[src/rtl/circulant_transpose_pingpong.sv]
// circulant_transpose_pingpong: ping-pong matrix transpose buffer with circulant lane storage
module circulant_transpose_pingpong #(
  parameter int MATRIX_DIM = 4,
  parameter int COL_WIDTH  = 8,
  parameter int WORD_LEN   = 32
) (
  input  logic                clk,
  input  logic                rst_n,
  input  logic                clear,
  input  logic                in_valid,
  output logic                in_ready,
  input  logic [WORD_LEN-1:0] in_data,
  input  logic                in_mode,
  output logic                out_valid,
  input  logic                out_ready,
  output logic [WORD_LEN-1:0] out_data,
  output logic                out_last,
  output logic [1:0]          bank_full
);
  localparam int ELEMS    = WORD_LEN / COL_WIDTH;
  localparam int ADDR_LEN = $clog2(MATRIX_DIM);
  localparam int WPR      = MATRIX_DIM / ELEMS;
  localparam logic [ADDR_LEN-1:0] LAST_IDX  = ADDR_LEN'(MATRIX_DIM - 1);
  localparam logic [ADDR_LEN-1:0] LAST_WORD = ADDR_LEN'(WPR - 1);

  typedef enum logic [1:0] {EMPTY, FILLING, FULL, DRAINING} st_t;

  st_t st_q [2];
  st_t st_d [2];
  logic [COL_WIDTH-1:0] mem [2][MATRIX_DIM][MATRIX_DIM];
  logic [ADDR_LEN-1:0] wr_lane [ELEMS];
  logic [ADDR_LEN-1:0] wr_row, wr_word, rd_a, rd_b;
  logic [WORD_LEN-1:0] rd_word, s1_data;
  logic [1:0] mode_q;
  logic wr_bank, rd_bank, rd_busy, s1_valid, s1_last, s1_bank, out_bank;
  logic wr_fire, wr_end, out_en, rd_ok, issue, rd_end, last_fire;

  assign wr_fire   = in_valid && in_ready;
  assign wr_end    = wr_row == LAST_IDX && wr_word == LAST_WORD;
  assign out_en    = !out_valid || out_ready;
  assign issue     = rd_ok && out_en;
  assign rd_end    = rd_a == LAST_IDX && rd_b == LAST_WORD;
  assign last_fire = out_valid && out_ready && out_last;

  // element (r,c) lives in lane r+c, entry r; a row or column slice never repeats a lane
  for (genvar k = 0; k < ELEMS; k++) begin : g_el
    logic [ADDR_LEN-1:0] ri, rr, rc, rl;
    assign wr_lane[k] = wr_row + ADDR_LEN'(wr_word * ELEMS + k);
    assign ri = ADDR_LEN'(rd_b * ELEMS + k);
    assign rr = mode_q[rd_bank] ? ri : rd_a;
    assign rc = mode_q[rd_bank] ? rd_a : ri;
    assign rl = rr + rc;
    assign rd_word[k*COL_WIDTH +: COL_WIDTH] = mem[rd_bank][rl][rr];
  end

  always_ff @(posedge clk)
    if (wr_fire && !clear)
      for (int k = 0; k < ELEMS; k++)
        mem[wr_bank][wr_lane[k]][wr_row] <= in_data[k*COL_WIDTH +: COL_WIDTH];

  always_ff @(posedge clk or negedge rst_n)
    if (!rst_n) st_q <= '{default: EMPTY};
    else st_q <= st_d;

  always_comb
    for (int b = 0; b < 2; b++) begin
      st_d[b] = st_q[b];
      if (clear) st_d[b] = EMPTY;
      else if (wr_fire && wr_bank == 1'(b)) st_d[b] = wr_end ? FULL : FILLING;
      else if (issue && rd_bank == 1'(b) && st_q[b] == FULL) st_d[b] = DRAINING;
      else if (last_fire && out_bank == 1'(b)) st_d[b] = EMPTY;
    end

  always_comb begin
    in_ready  = rst_n && (st_q[wr_bank] == EMPTY || st_q[wr_bank] == FILLING);
    rd_ok     = st_q[rd_bank] == FULL || rd_busy;
    bank_full = {st_q[1] == FULL || st_q[1] == DRAINING, st_q[0] == FULL || st_q[0] == DRAINING};
  end

  // two-stage read pipe (memory read, output register) advancing as one on out_en
  always_ff @(posedge clk or negedge rst_n)
    if (!rst_n) begin
      {wr_bank, rd_bank, rd_busy, s1_valid, s1_last, s1_bank, out_valid, out_last, out_bank} <= '0;
      {wr_row, wr_word, rd_a, rd_b} <= '0;
      mode_q   <= '0;
      s1_data  <= '0;
      out_data <= '0;
    end else if (clear) begin
      {wr_bank, rd_bank, rd_busy, s1_valid, s1_last, s1_bank, out_valid, out_last, out_bank} <= '0;
      {wr_row, wr_word, rd_a, rd_b} <= '0;
    end else begin
      if (wr_fire) begin
        if (st_q[wr_bank] == EMPTY) mode_q[wr_bank] <= in_mode;
        wr_word <= wr_word == LAST_WORD ? '0 : wr_word + 1'b1;
        if (wr_word == LAST_WORD) wr_row <= wr_row + 1'b1;
        wr_bank <= wr_bank ^ wr_end;
      end
      if (out_en) begin
        s1_valid  <= issue;
        s1_last   <= issue && rd_end;
        out_valid <= s1_valid;
        out_last  <= s1_last;
        if (issue) begin
          s1_data <= rd_word;
          s1_bank <= rd_bank;
        end
        if (s1_valid) begin
          out_data <= s1_data;
          out_bank <= s1_bank;
        end
      end
      if (issue) begin
        rd_b    <= rd_b == LAST_WORD ? '0 : rd_b + 1'b1;
        if (rd_b == LAST_WORD) rd_a <= rd_a + 1'b1;
        rd_busy <= !rd_end;
        rd_bank <= rd_bank ^ rd_end;
      end
    end
endmodule

[config.mk]
export PLATFORM = sky130hd
export DESIGN_NAME = circulant_transpose_pingpong
export DESIGN_NICKNAME = d
export VERILOG_FILES = /design/src/rtl/circulant_transpose_pingpong.sv
export SDC_FILE = /design/constraint.sdc
export NUM_CORES = 1
export LEC_CHECK = 0
export ABC_CLOCK_PERIOD_IN_PS = 5800
export CORE_ASPECT_RATIO = 2
export CORE_MARGIN = 10
export CORE_UTILIZATION = 59
export DETAILED_ROUTE_END_ITERATION = 10
export HOLD_SLACK_MARGIN = 0.12
export PLACE_DENSITY = 0.8
export SLEW_MARGIN = 25
export SYNTH_ARGS = -nofsm -noshare
export SYNTH_HDL_FRONTEND = slang
export SYNTH_SLANG_ARGS = --single-unit
[constraint.sdc]
create_clock -name clk -period 5.8 [get_ports clk]
set_input_delay 0.58 -clock clk [delete_from_list [all_inputs] [get_ports clk]]
set_output_delay 0.58 -clock clk [all_outputs]
set_load 0.02 [all_outputs]
* After elaboration in Yosys (flattened, before gate mapping)
Memories as Yosys holds them, arrays and structs flattened.
Cells that the tools add are included.
** Word-level totals
- Output and inout port bits :: 37
- Memories kept :: 1
- Register bits after elaboration :: 87
- Memory bits (writable) :: 256
** Cells by class
- Bitwise operators :: 404
- Add/sub/neg operators :: 17
- Order comparisons :: 21
- Equal/unequal tests :: 8
- Multiplexer cells :: 483
- Reduce and logical (&&, ||, !) cells :: 48
** Memories
- mem :: depth 2, width 128, read ports 1, clocked after Yosys merged registers in 0, wr ports 1, line 30 : logic [COL_WIDTH-1:0] mem [2][MATRIX_DIM][MATRIX_DIM];
** Operator list (count)
- 2-to-1 mux 128 bit :: 4
- 2-to-1 mux 1 bit :: 408
- 2-to-1 mux 32 bit :: 12
- OR 1 bit :: 384
- binary-select mux 32 bit (select 2 bit) :: 4
- demux 32 bit (select 2 bit) :: 4
- 2-to-1 mux 8 bit :: 9
- 2-to-1 mux 2 bit :: 35
- binary-select mux 8 bit (select 2 bit) :: 4
- greater-or-equal comparator 3 bit (second input constant) :: 12
- NOT 2 -> 3 bit :: 12
- logical AND 1 bit :: 22
- demux 8 bit (select 2 bit) :: 1
- adder 2 bit :: 7
- equality test 2 bit (second input constant) :: 7
- less-than comparator 3 x 1 -> 1 bit (second input constant) :: 4
- nonzero test 2 bit :: 6
- AND reduction 3 bit :: 3
- adder 1 x 1 -> 2 bit (both inputs constant) :: 4
- adder 2 x 1 -> 2 bit (second input constant) :: 4
- AND reduction 2 bit :: 4
- nonzero test 4 bit :: 2
- logical NOT 2 bit :: 3
- logical OR 1 bit :: 5
- 11 further kinds :: 21

* Logic depth before layout (Yosys ltp)
Gate-level depths: netlist (run 1).
- Word-level depth :: 14
- Gate-level depth with buffers :: 13
- Mapped depth without buffers :: 9

* Least setup slack after synthesis (run 1)
Ideal clock, no wire load.
- Path type :: register to register
- From :: reg rd_bank
- To :: reg s1_data[1]
- Arrival :: 2.841 ns
- Buffers on the path :: 5
- Cell stages (with the launch flop) :: 13
- Setup time :: 0.122 ns
- Data required time :: 5.678 ns
- Slack :: 2.838 ns
- Cells stage by stage :: dfrtp_1 buf_6 mux2i_2 buf_2 buf_2 nor2_1 ha_1 buf_2 clkbuf_1 mux4_2 o22ai_1 a21oi_1 a32o_1
** On the way
- Longest elaborated chain between the ends :: 11
- Elaborated cells between the ends (all ways) :: 22
- Classes of those cells :: 1 x add/sub; 1 x eq/ne; 13 x mux; 3 x bitwise; 3 x reduce/logical; 1 x memory
** RTL lines
- start, declared :: line 35 : logic wr_bank, rd_bank, rd_busy, s1_valid, s1_last, s1_bank, out_bank;
- start signal, assigned :: line 116 : rd_bank <= rd_bank ^ rd_end;
- 2-to-1 mux 1 bit (implied by the code) (2 in series) :: line 50, 51
- 2-to-1 mux 2 bit (on tied branches) :: line 50, 51
- adder 2 bit :: line 52 : assign rl = rr + rc;
- NOT 2 -> 3 bit (implied by the code) :: line 53 : assign rd_word[k*COL_WIDTH +: COL_WIDTH] = mem[rd_bank][rl][rr];
- binary-select mux 32 bit (select 2 bit) :: line 53
- 2-to-1 mux 32 bit (implied by the code) (2 in series) :: line 53
- binary-select mux 8 bit (select 2 bit) :: line 53
- 2-to-1 mux 8 bit (implied by the code) (2 in series) :: line 53
- end signal, assigned :: line 104 : s1_data <= rd_word;
- end, declared :: line 33 : logic [WORD_LEN-1:0] rd_word, s1_data;
Parallel ways exist; a longest one is shown, timed or not. The select of a mux whose other input is x is not followed.
A chain may end at the register's enable or synchronous reset.

* Final worst setup path (run 1)
- From :: reg rd_bank
- To :: reg s1_data[4]
The elaborated chain is that of the path after synthesis.

==> flow_summary.toml, run 1 <==
[finish]
area_delta_synth_final_pct = 10.03
drive_gt1_frac = 0.1782
stdcell_count = 2065
fill_cells = 2395
n_antenna_cell = 0
final_nets = 1658

[synthesis]
synth_top_area_cell = "edfxtp_1"
async_flop_share = 0.2536
yosys-top-cells-area = "edfxtp_1, mux4_2, dfrtp_1"
synth_edf_count = 256
syn_inst = 1616
ys_ff_latch = 343
synth.distinct_cells = 72
synth_ff_type = "edfxtp_1"
synth_top_area_share = 0.3944
postSynthAreaPerCell_um2 = 12.06
ys.warnings.count = 0
ys_seq_area_frac = 0.5061
synthTopCellsByCount = "edfxtp_1, nand2_1, nor2_1, mux4_2, a21oi_1"
syn_area_um2 = 19490
synth_most_common_cell = "edfxtp_1"
syn_nets = 1664

[clock_tree]
clock_latency_ns = 0.59
cts_buffers = 30
clockBufferDepth = 3
root_buffer = "clkbuf_16"
cts_max_level = 1
clkTransAtPathRegs_ns = 0.07
cts_tree = "yes"
cts_resized = 0
numClockSinks = 343

[place]
dpl.cell_count = 2009
detailed_place_hpwl_um = 53690
port_buffers = 74
finalWeightedCongestion = 1.058

[drt]
wl_met2_um = 36710
routed.top_layer = "met4"
wl_met1_um = 21900
dr_wl_met3_um = 7105
drt_iter0_drc = 2511
vias = 15310
vias_per_cell = 7.412
drt_drc_violations_left = 0
wl_per_cell_um = 35.27
wirelength_um = 72830
ant_nets = 0
drtPass1Iterations = 6

[global_routing]
grt_pass1_wl_um = 104600
grt_max_degree = 121
first_global_vias = 15070
overflow = 0
antenna_found_initial = 0
grt.total_usage = 0.3491

[sta]
finalHoldViolCount = 0
finalSetupViolCount = 0
tightest_slew_ns = 1.065
finalCritPeriodShare = 0.6771
rsz0062_at_grt = "false"
finClkSkew_ns = 0.01959
fmax_mhz = 254.6
min_period_ns = 3.927
maxSlewViolCount = 0
setup_tns_ns = 0
slew_headroom = 0.2826
whs_ns = 0.4404

[power_and_ir_drop]
finalPower_mw = 7.395
power.leakage_nw = 7.358
p_per_area_nw_per_um2 = 344.8
vdd_drop_max_mv = 0.3779

[worst_setup_path]
start_kind = "flip-flop"
cp-end-kind = "flip-flop"
worst-setup-path-type = "flip-flop to flip-flop"
path_buf_inv = 2
cp_max_fo = 50
crit_slowest_cell = "dfrtp_4"
crit_family = "multiplexers"
crit_chain = "mux2i_2 > nand2_1 > inv_1 > ha_2 > buf_12 > mux4_2 > mux2i_1 > a211oi_1 > a32o_1"
reg2reg_depth = 9
worstReg2RegStart = "rd_bank"
critPathArrivalTime_ns = 4.40
r2r_slack_ns = 1.87
cp.required_ns = 6.27
r2r-end = "s1_data[4]"
max_stage_delay_ns = 0.66

[status]
status = "finished, final reports clean"

[floorplanning]
core_um2 = 32810
initial_utilization = 0.5940
die_w_um = 148.5
dieArea_um2 = 41150
boundaryPins = 75
std_cell_rows = 94
die_h_um = 277.0

[job]
drv_cap = 0

[min_path]
hold_path_class = "input port to asynchronous set/reset pin"
-- where the power goes --
part           internal, mW  switching (mW)
clock                  1.16           0.932
combinational         0.862            1.36
sequential             2.89           0.192
total                  4.91            2.49
-- per-stage QoR --
| stage | util | worst slack (ns) | instance area (um^2) |
|---|---|---|---|
| 3_3_place_gp | 0.6220 | 1.964 | 20410 |
| 5_1_grt | 0.6535 | 1.808 | 21440 |
| 2_1_floorplan | - | 2.838 | 19490 |
| 4_1_cts | 0.6532 | 2.016 | 21430 |
| 6_report | 0.6535 | 1.873 | 21440 |
| 3_5_place_dp | 0.6224 | 1.986 | 20420 |
-- layout by cell type, fill, tap and decap left out, types with 18 or more instances in the layout --
cell,netlist,routed
o221ai_1,20,20
a21oi_1,95,95
mux4_2,125,125
o21ai_0,88,88
nand2_1,210,210
edfxtp_1,256,256
clkbuf_16,0,31
nor2_1,136,132
nor3_1,19,18
clkdlybuf4s50_1,0,73
nand3_1,31,31
buf_4,7,36
dfrtp_1,87,85
mux2i_1,79,79
mux2_2,45,45
a22oi_1,24,24
-- final cells by class --
cell class	instances	area, um^2	share of cell area
inverters	19	71.32	0.003326
clock buffers	38	802.0	0.03740
well taps	432	540.5	0.02521
clock inverters	17	197.7	0.009219
flip-flops and latches	343	9869	0.4602
repair buffers	113	1071	0.04994
multi-input cells	1103	8892	0.4147
-- logic make-up after synthesis --
kind of cell	after synthesis	share of synthesized area
xor gates and xnor gates	5	0.002633
muxes	252	0.2133
DFF	343	0.5061
adders and majority gates	10	0.006420
and+or+nand+nor	473	0.1084
buffers and inverters	170	0.04051
AOI/OAI and AO/OA	363	0.1227
-- worst max-delay path by stage --
stage / from / end / cells past startpoint
finish: rd_bank / s1_data[4] / 9
global route: rd_bank / s1_data[6] / 10
CTS: rd_bank / s1_data[5] / 10
detailed placement: clear / mem[1][83] / 7
global placement: in_valid / mem[0][96] / 6
floorplan: rd_bank / s1_data[1] / 12
-- sequential cells by signal, indices dropped and copies added (netlist names), 2 cells and up --
name      count
mem         256
mode_q        2
out_data     32
rd_a          2
rd_b          2
s1_data      32
st_q          4
wr_row        2
wr_word       2
-- per-layer routing --
metal | vias up | global-route usage
met1 | 7428 | 0.3760
met4 | 0 | 0.2762
met3 | 337 | 0.05546
met2 | 1300 | 0.5920
met5 | - | 0
li1 | 6240 | -
-- repair_timing --
action	4_1_cts	5_1_grt
setup buffers	0	0
hold endpoints to repair	21	0
hold buffers	1	0
(Power assumes the default switching activity.)
==> run 2: changes to the inputs <==
--- a/config.mk
+++ b/config.mk
@@ -5,7 +5,7 @@
 export SDC_FILE = /design/constraint.sdc
 export NUM_CORES = 1
 export LEC_CHECK = 0
-export ABC_CLOCK_PERIOD_IN_PS = 5800
+export ABC_CLOCK_PERIOD_IN_PS = 4100
 export CORE_ASPECT_RATIO = 2
 export CORE_MARGIN = 10
 export CORE_UTILIZATION = 59
==> constraint.sdc (replaced) <==
create_clock -name clk -period 4.1 [get_ports clk]
set_input_delay 0.41 -clock clk [delete_from_list [all_inputs] [get_ports clk]]
set_output_delay 0.41 -clock clk [all_outputs]
set_load 0.02 [all_outputs]
==> run 2 against run 1 <==
  * Via count grew 0.13%
  * Critical path depth is the same
  * Count of clock-buffer cells in the layout shrank 5
  * Register-to-register slack lost 1.1 ns
  * Critical path type unchanged
==> flow_summary.toml, run 2 (synthesis gave the netlist of run 1 again) <==
[worst_setup_path]
r2r_slack_ns = 0.75
path_buf_inv = 2
crit_start = "rd_bank"
cp_max_fo = 18
max_stage_delay_ns = 0.66
crit_chain = "mux2i_2 > nand2_1 > inv_1 > ha_2 > buf_12 > mux4_2 > mux2i_1 > a211oi_1 > a32o_1"
crit_family = "multiplexers"
cp-end-kind = "flip-flop"
critPathArrivalTime_ns = 3.84
start_kind = "flip-flop"
crit_end = "s1_data[7]"
crit_slowest_cell = "mux2i_1"
worstReg2RegStart = "rd_bank"
cp.required_ns = 4.59
cp.depth = 9
reg2reg_depth = 9
worst-setup-path-type = "flip-flop to flip-flop"
r2r-end = "s1_data[7]"

[floorplanning]
boundaryPins = 75
die_h_um = 277.0
dieArea_um2 = 41150
initial_utilization = 0.5940
die_w_um = 148.5
std_cell_rows = 94
core_um2 = 32810

[clock_tree]
cts_hold_buf = 1
post-cts-setup-buffer-count = 0
clock_latency_ns = 0.60
root_buffer = "clkbuf_16"
cts_buffers = 30
cts_resized = 0
cts_max_level = 1
clockBufferDepth = 3
cts_tree = "yes"
numClockSinks = 343
clkTransAtPathRegs_ns = 0.07

[finish]
drive_gt1_frac = 0.1912
area_delta_synth_final_pct = 11.67
final_nets = 1687
largest_register_ffs = 256
layout_commonest_cell = "edfxtp_1"
most-common-layout-cells = "edfxtp_1, nand2_1, nor2_1"

[global_routing]
overflow = 0
grt_pass1_wl_um = 110100
grt_max_degree = 105
antenna_found_initial = 1
grt.total_usage = 0.3709
first_global_vias = 15240

[drt]
drt_iter0_drc = 1891
vias = 15330
ant_nets = 0
vias_per_cell = 7.305
drt_drc_violations_left = 0
wl_per_cell_um = 36.22
drtPass1Iterations = 8
wirelength_um = 76000

[min_path]
hold_path_class = "input port to asynchronous set/reset pin"

[power_and_ir_drop]
vdd_drop_max_mv = 0.3971
finalPower_mw = 10.68
power.leakage_nw = 7.560
p_per_area_nw_per_um2 = 490.8

[sta]
min_period_ns = 3.347
finalHoldViolCount = 0
finClkSkew_ns = 0.01454
maxSlewViolCount = 0
tightest_slew_ns = 1.058
slew_headroom = 0.2924
fmax_mhz = 298.8
setup_tns_ns = 0
finalCritPeriodShare = 0.8163
finalSetupViolCount = 0
rsz0062_at_grt = "false"

[place]
detailed_place_hpwl_um = 57360
finalWeightedCongestion = 1.141
port_buffers = 74

[status]
status = "finished, final reports clean"

[job]
drv_cap = 0
## run 2: layout make-up
type,count,area (um^2)
fill,2405,11050
tap,432,540.5
antenna,3,7.507
sequential,343,9869
timing repair buffer,142,1326
clock buffer,33,783.3
inverter,19,71.32
multi-input combinational,1103,8852
clock inverter,23,314.1
## run 2: worst reg2reg max path, stage by stage (launching register included)
cell,delay (ns)
dfrtp_4,0.51
mux2i_2,0.34
nand2_1,0.12
inv_1,0.22
ha_2,0.44
buf_12,0.21
mux4_2,0.32
mux2i_1,0.66
a211oi_1,0.18
a32o_1,0.25
## run 2: through the flow
step,util,cells,worst slack (ns),hold WS [ns],instance area [um^2]
after global routing,0.6630,2095,0.5590,0.4462,21760
after global placement,0.6292,2038,0.9054,0.4450,20650
after CTS,0.6630,2095,0.9260,0.4082,21750
after floorplan,-,1616,1.138,0.1144,19490
final,0.6633,2098,0.7530,0.4032,21760
after detailed placement,0.6292,2038,0.8501,0.4600,20650
## run 2: how the worst min path moves through the flow
stage	endpoint	slack, ns	cells after the start	startpoint
after floorplan	mode_q[0]	0.11	0	rst_n
after global placement	wr_row[0]	0.44	2	rst_n
after detailed placement	wr_row[0]	0.46	2	rst_n
after CTS	wr_bank	0.41	3	rst_n
after global routing	st_q[2]	0.45	3	rst_n
final	wr_row[0]	0.40	3	rst_n
## run 2: layer usage
layer | vias up | global-route usage | share of wire
li1 | 6291 | - | -
met1 | 7564 | 0.3882 | 0.30
met2 | 1114 | 0.6270 | 0.50
met3 | 356 | 0.07297 | 0.092
met4 | 0 | 0.3027 | 0.11
met5 | - | 0 | 0
## run 2: power by group
group          internal (mW)  leakage [nW]  switching [mW]  total [mW]
registers               4.08          3.40           0.232        4.32
clock network           1.83         0.541            1.35        3.18
logic                   1.26          3.62            1.93        3.18
total                   7.17          7.56            3.51        10.7
==> run 3: changes to the inputs <==
--- a/config.mk
+++ b/config.mk
@@ -5,13 +5,13 @@
 export SDC_FILE = /design/constraint.sdc
 export NUM_CORES = 1
 export LEC_CHECK = 0
-export ABC_CLOCK_PERIOD_IN_PS = 4100
+export ABC_CLOCK_PERIOD_IN_PS = 2700
 export CORE_ASPECT_RATIO = 2
 export CORE_MARGIN = 10
-export CORE_UTILIZATION = 59
+export CORE_UTILIZATION = 56
 export DETAILED_ROUTE_END_ITERATION = 10
 export HOLD_SLACK_MARGIN = 0.12
-export PLACE_DENSITY = 0.8
+export PLACE_DENSITY = 0.79
 export SLEW_MARGIN = 25
 export SYNTH_ARGS = -nofsm -noshare
 export SYNTH_HDL_FRONTEND = slang
==> constraint.sdc (replaced) <==
create_clock -name clk -period 2.7 [get_ports clk]
set_input_delay 0.27 -clock clk [delete_from_list [all_inputs] [get_ports clk]]
set_output_delay 0.27 -clock clk [all_outputs]
set_load 0.02 [all_outputs]
==> run 3 against run 2 <==
  * Clock skew grew 0.0055 ns
  * Sequential share of layout area is 2.2 points lower
  * Sequential cell count did not move
  * Largest power group unchanged
==> flow_summary.toml, run 3 (synthesis gave the netlist of run 1 again) <==
[worst_setup_path]
r2r-end = "s1_data[7]"
worst-setup-path-type = "flip-flop to flip-flop"
worstReg2RegStart = "rd_bank"
crit_end = "s1_data[7]"
cp.required_ns = 3.16
cp-end-kind = "flip-flop"
r2r_slack_ns = 0.08
start_kind = "flip-flop"
crit_start = "rd_bank"
cp_max_fo = 9
reg2reg_depth = 10
critPathArrivalTime_ns = 3.09

[finish]
multi_input_comb_area_um2 = 8944
register_area_um2 = 9869
final_nets = 1806
fill_cells = 2565
area_delta_synth_final_pct = 17.44
layout_commonest_cell = "edfxtp_1"
drive_gt1_frac = 0.2514
stdcell_count = 2224
largest_register_ffs = 256
most-common-layout-cells = "edfxtp_1, nand2_1, buf_4"
utilization = 0.6663

[clock_tree]
clockBufferDepth = 3
clkTransAtPathRegs_ns = 0.07
cts_tree = "yes"
clock_latency_ns = 0.59
cts_buffers = 30
numClockSinks = 343
cts_max_level = 1
root_buffer = "clkbuf_16"

[sta]
worst_slack_ns = 0.07882
rsz0062_at_grt = "true"
finalCritPeriodShare = 0.9708
setup_tns_ns = 0
slew_headroom = 0.4144
finalSetupViolCount = 0
finClkSkew_ns = 0.02007
min_period_ns = 2.621
maxSlewViolCount = 0
fmax_mhz = 381.5
tightest_slew_ns = 0.8784
finalHoldViolCount = 0

[floorplanning]
boundaryPins = 75
std_cell_rows = 96
die_w_um = 151.9
die_h_um = 283.8
initial_utilization = 0.5673
core_um2 = 34350
dieArea_um2 = 43120

[place]
dpl.cell_count = 2159
port_buffers = 74
detailed_place_hpwl_um = 56910
dp_slack_ns = -0.04256
finalWeightedCongestion = 1.024

[global_routing]
met1_usage = 0.3870
grt_max_degree = 84
overflow = 0
met2_usage = 0.5806
first_global_vias = 15310
top_usage_layer = "met2"
grt_pass1_wl_um = 107900
antenna_found_initial = 1
grt.total_usage = 0.3360
use_met3 = 0.03581

[drt]
vias = 15810
drtPass1Iterations = 6
ant_nets = 0
vias_per_cell = 7.108
drt_iter0_drc = 1910
drt_drc_violations_left = 0
wl_per_cell_um = 33.55
wirelength_um = 74620

[status]
status = "finished, final reports clean"

[power_and_ir_drop]
finalPower_mw = 16.45
vdd_drop_max_mv = 0.6451
power.leakage_nw = 8.165
p_per_area_nw_per_um2 = 718.7

[min_path]
hold_path_class = "input port to asynchronous set/reset pin"

[job]
drv_cap = 0
[run 3: changes by cell type in the layout (fill, tap and decap cells not counted), moves of 3 or more]
cell | before | now
a211oi_1 | 11 | 8
a211oi_2 | 0 | 3
buf_12 | 6 | 19
buf_4 | 62 | 159
buf_6 | 0 | 7
bufinv_16 | 7 | 3
clkinvlp_4 | 0 | 5
mux2i_1 | 79 | 76
[run 3: timing repair]
| item | 4_1_cts | 5_1_grt |
|---|---|---|
| setup endpoints to repair | 5 | 17 |
| setup buffers | 0 | 5 |
| resized for setup | 5 | 19 |
| hold buffers | 2 | 0 |
| cloned | 0 | 1 |
| endpoints found under the hold margin | 24 | 0 |
[run 3: metrics by stage]
| step | hold WS [ns] | cell area, um^2 |
|---|---|---|
| final | 0.2750 | 22890 |
| after detailed placement | 0.08818 | 21690 |
| after CTS | 0.2430 | 22750 |
| after floorplan | -0.02559 | 19540 |
| after global placement | 0.08447 | 21690 |
| after global routing | 0.3057 | 22890 |
[run 3: worst min-delay path by stage]
stage	startpoint	endpoint	slack (ns)	cells past startpoint
5_1_grt	rst_n	wr_bank	0.31	3
3_5_place_dp	rst_n	wr_word[1]	0.09	1
6_report	rst_n	wr_bank	0.28	3
2_1_floorplan	rst_n	mode_q[0]	-0.03	0
4_1_cts	rst_n	s1_data[29]	0.24	3
3_3_place_gp	rst_n	wr_word[0]	0.08	1
[run 3: per-layer routing]
metal  vias up  wire [um]
li1       6521          -
met1      7832      24740
met2      1211      37590
met3       244       5969
met4         0       6319
met5         -          0
[run 3: power by group]
group | internal (mW) | switching (mW) | total (mW) | leakage (nW)
Sequential | 6.20 | 0.342 | 6.54 | 3.40
Combinational | 2.32 | 3.11 | 5.43 | 4.28
Clock | 2.42 | 2.05 | 4.47 | 0.484
Total | 10.9 | 5.51 | 16.5 | 8.17
[run 3: cell type report]
| type | count | area share |
|---|---|---|
| Tap cell | 441 | 0.02411 |
| Sequential cell | 343 | 0.4312 |
| Inverter | 19 | 0.003116 |
| Clock buffer | 33 | 0.03422 |
| Clock inverter | 23 | 0.01039 |
| Multi-Input combinational cell | 1103 | 0.3908 |
| Antenna cell | 1 | 0.0001093 |
| Timing Repair Buffer | 261 | 0.1061 |
[run 3: critical path, cell delays in order, from the launching register on]
cell      delay [ns]
dfrtp_4         0.51
mux2i_4         0.22
nand2_2         0.08
inv_1           0.07
ha_4            0.33
buf_6           0.17
mux4_2          0.36
mux2i_2         0.26
buf_6           0.17
a211oi_1        0.09
a32o_1          0.23
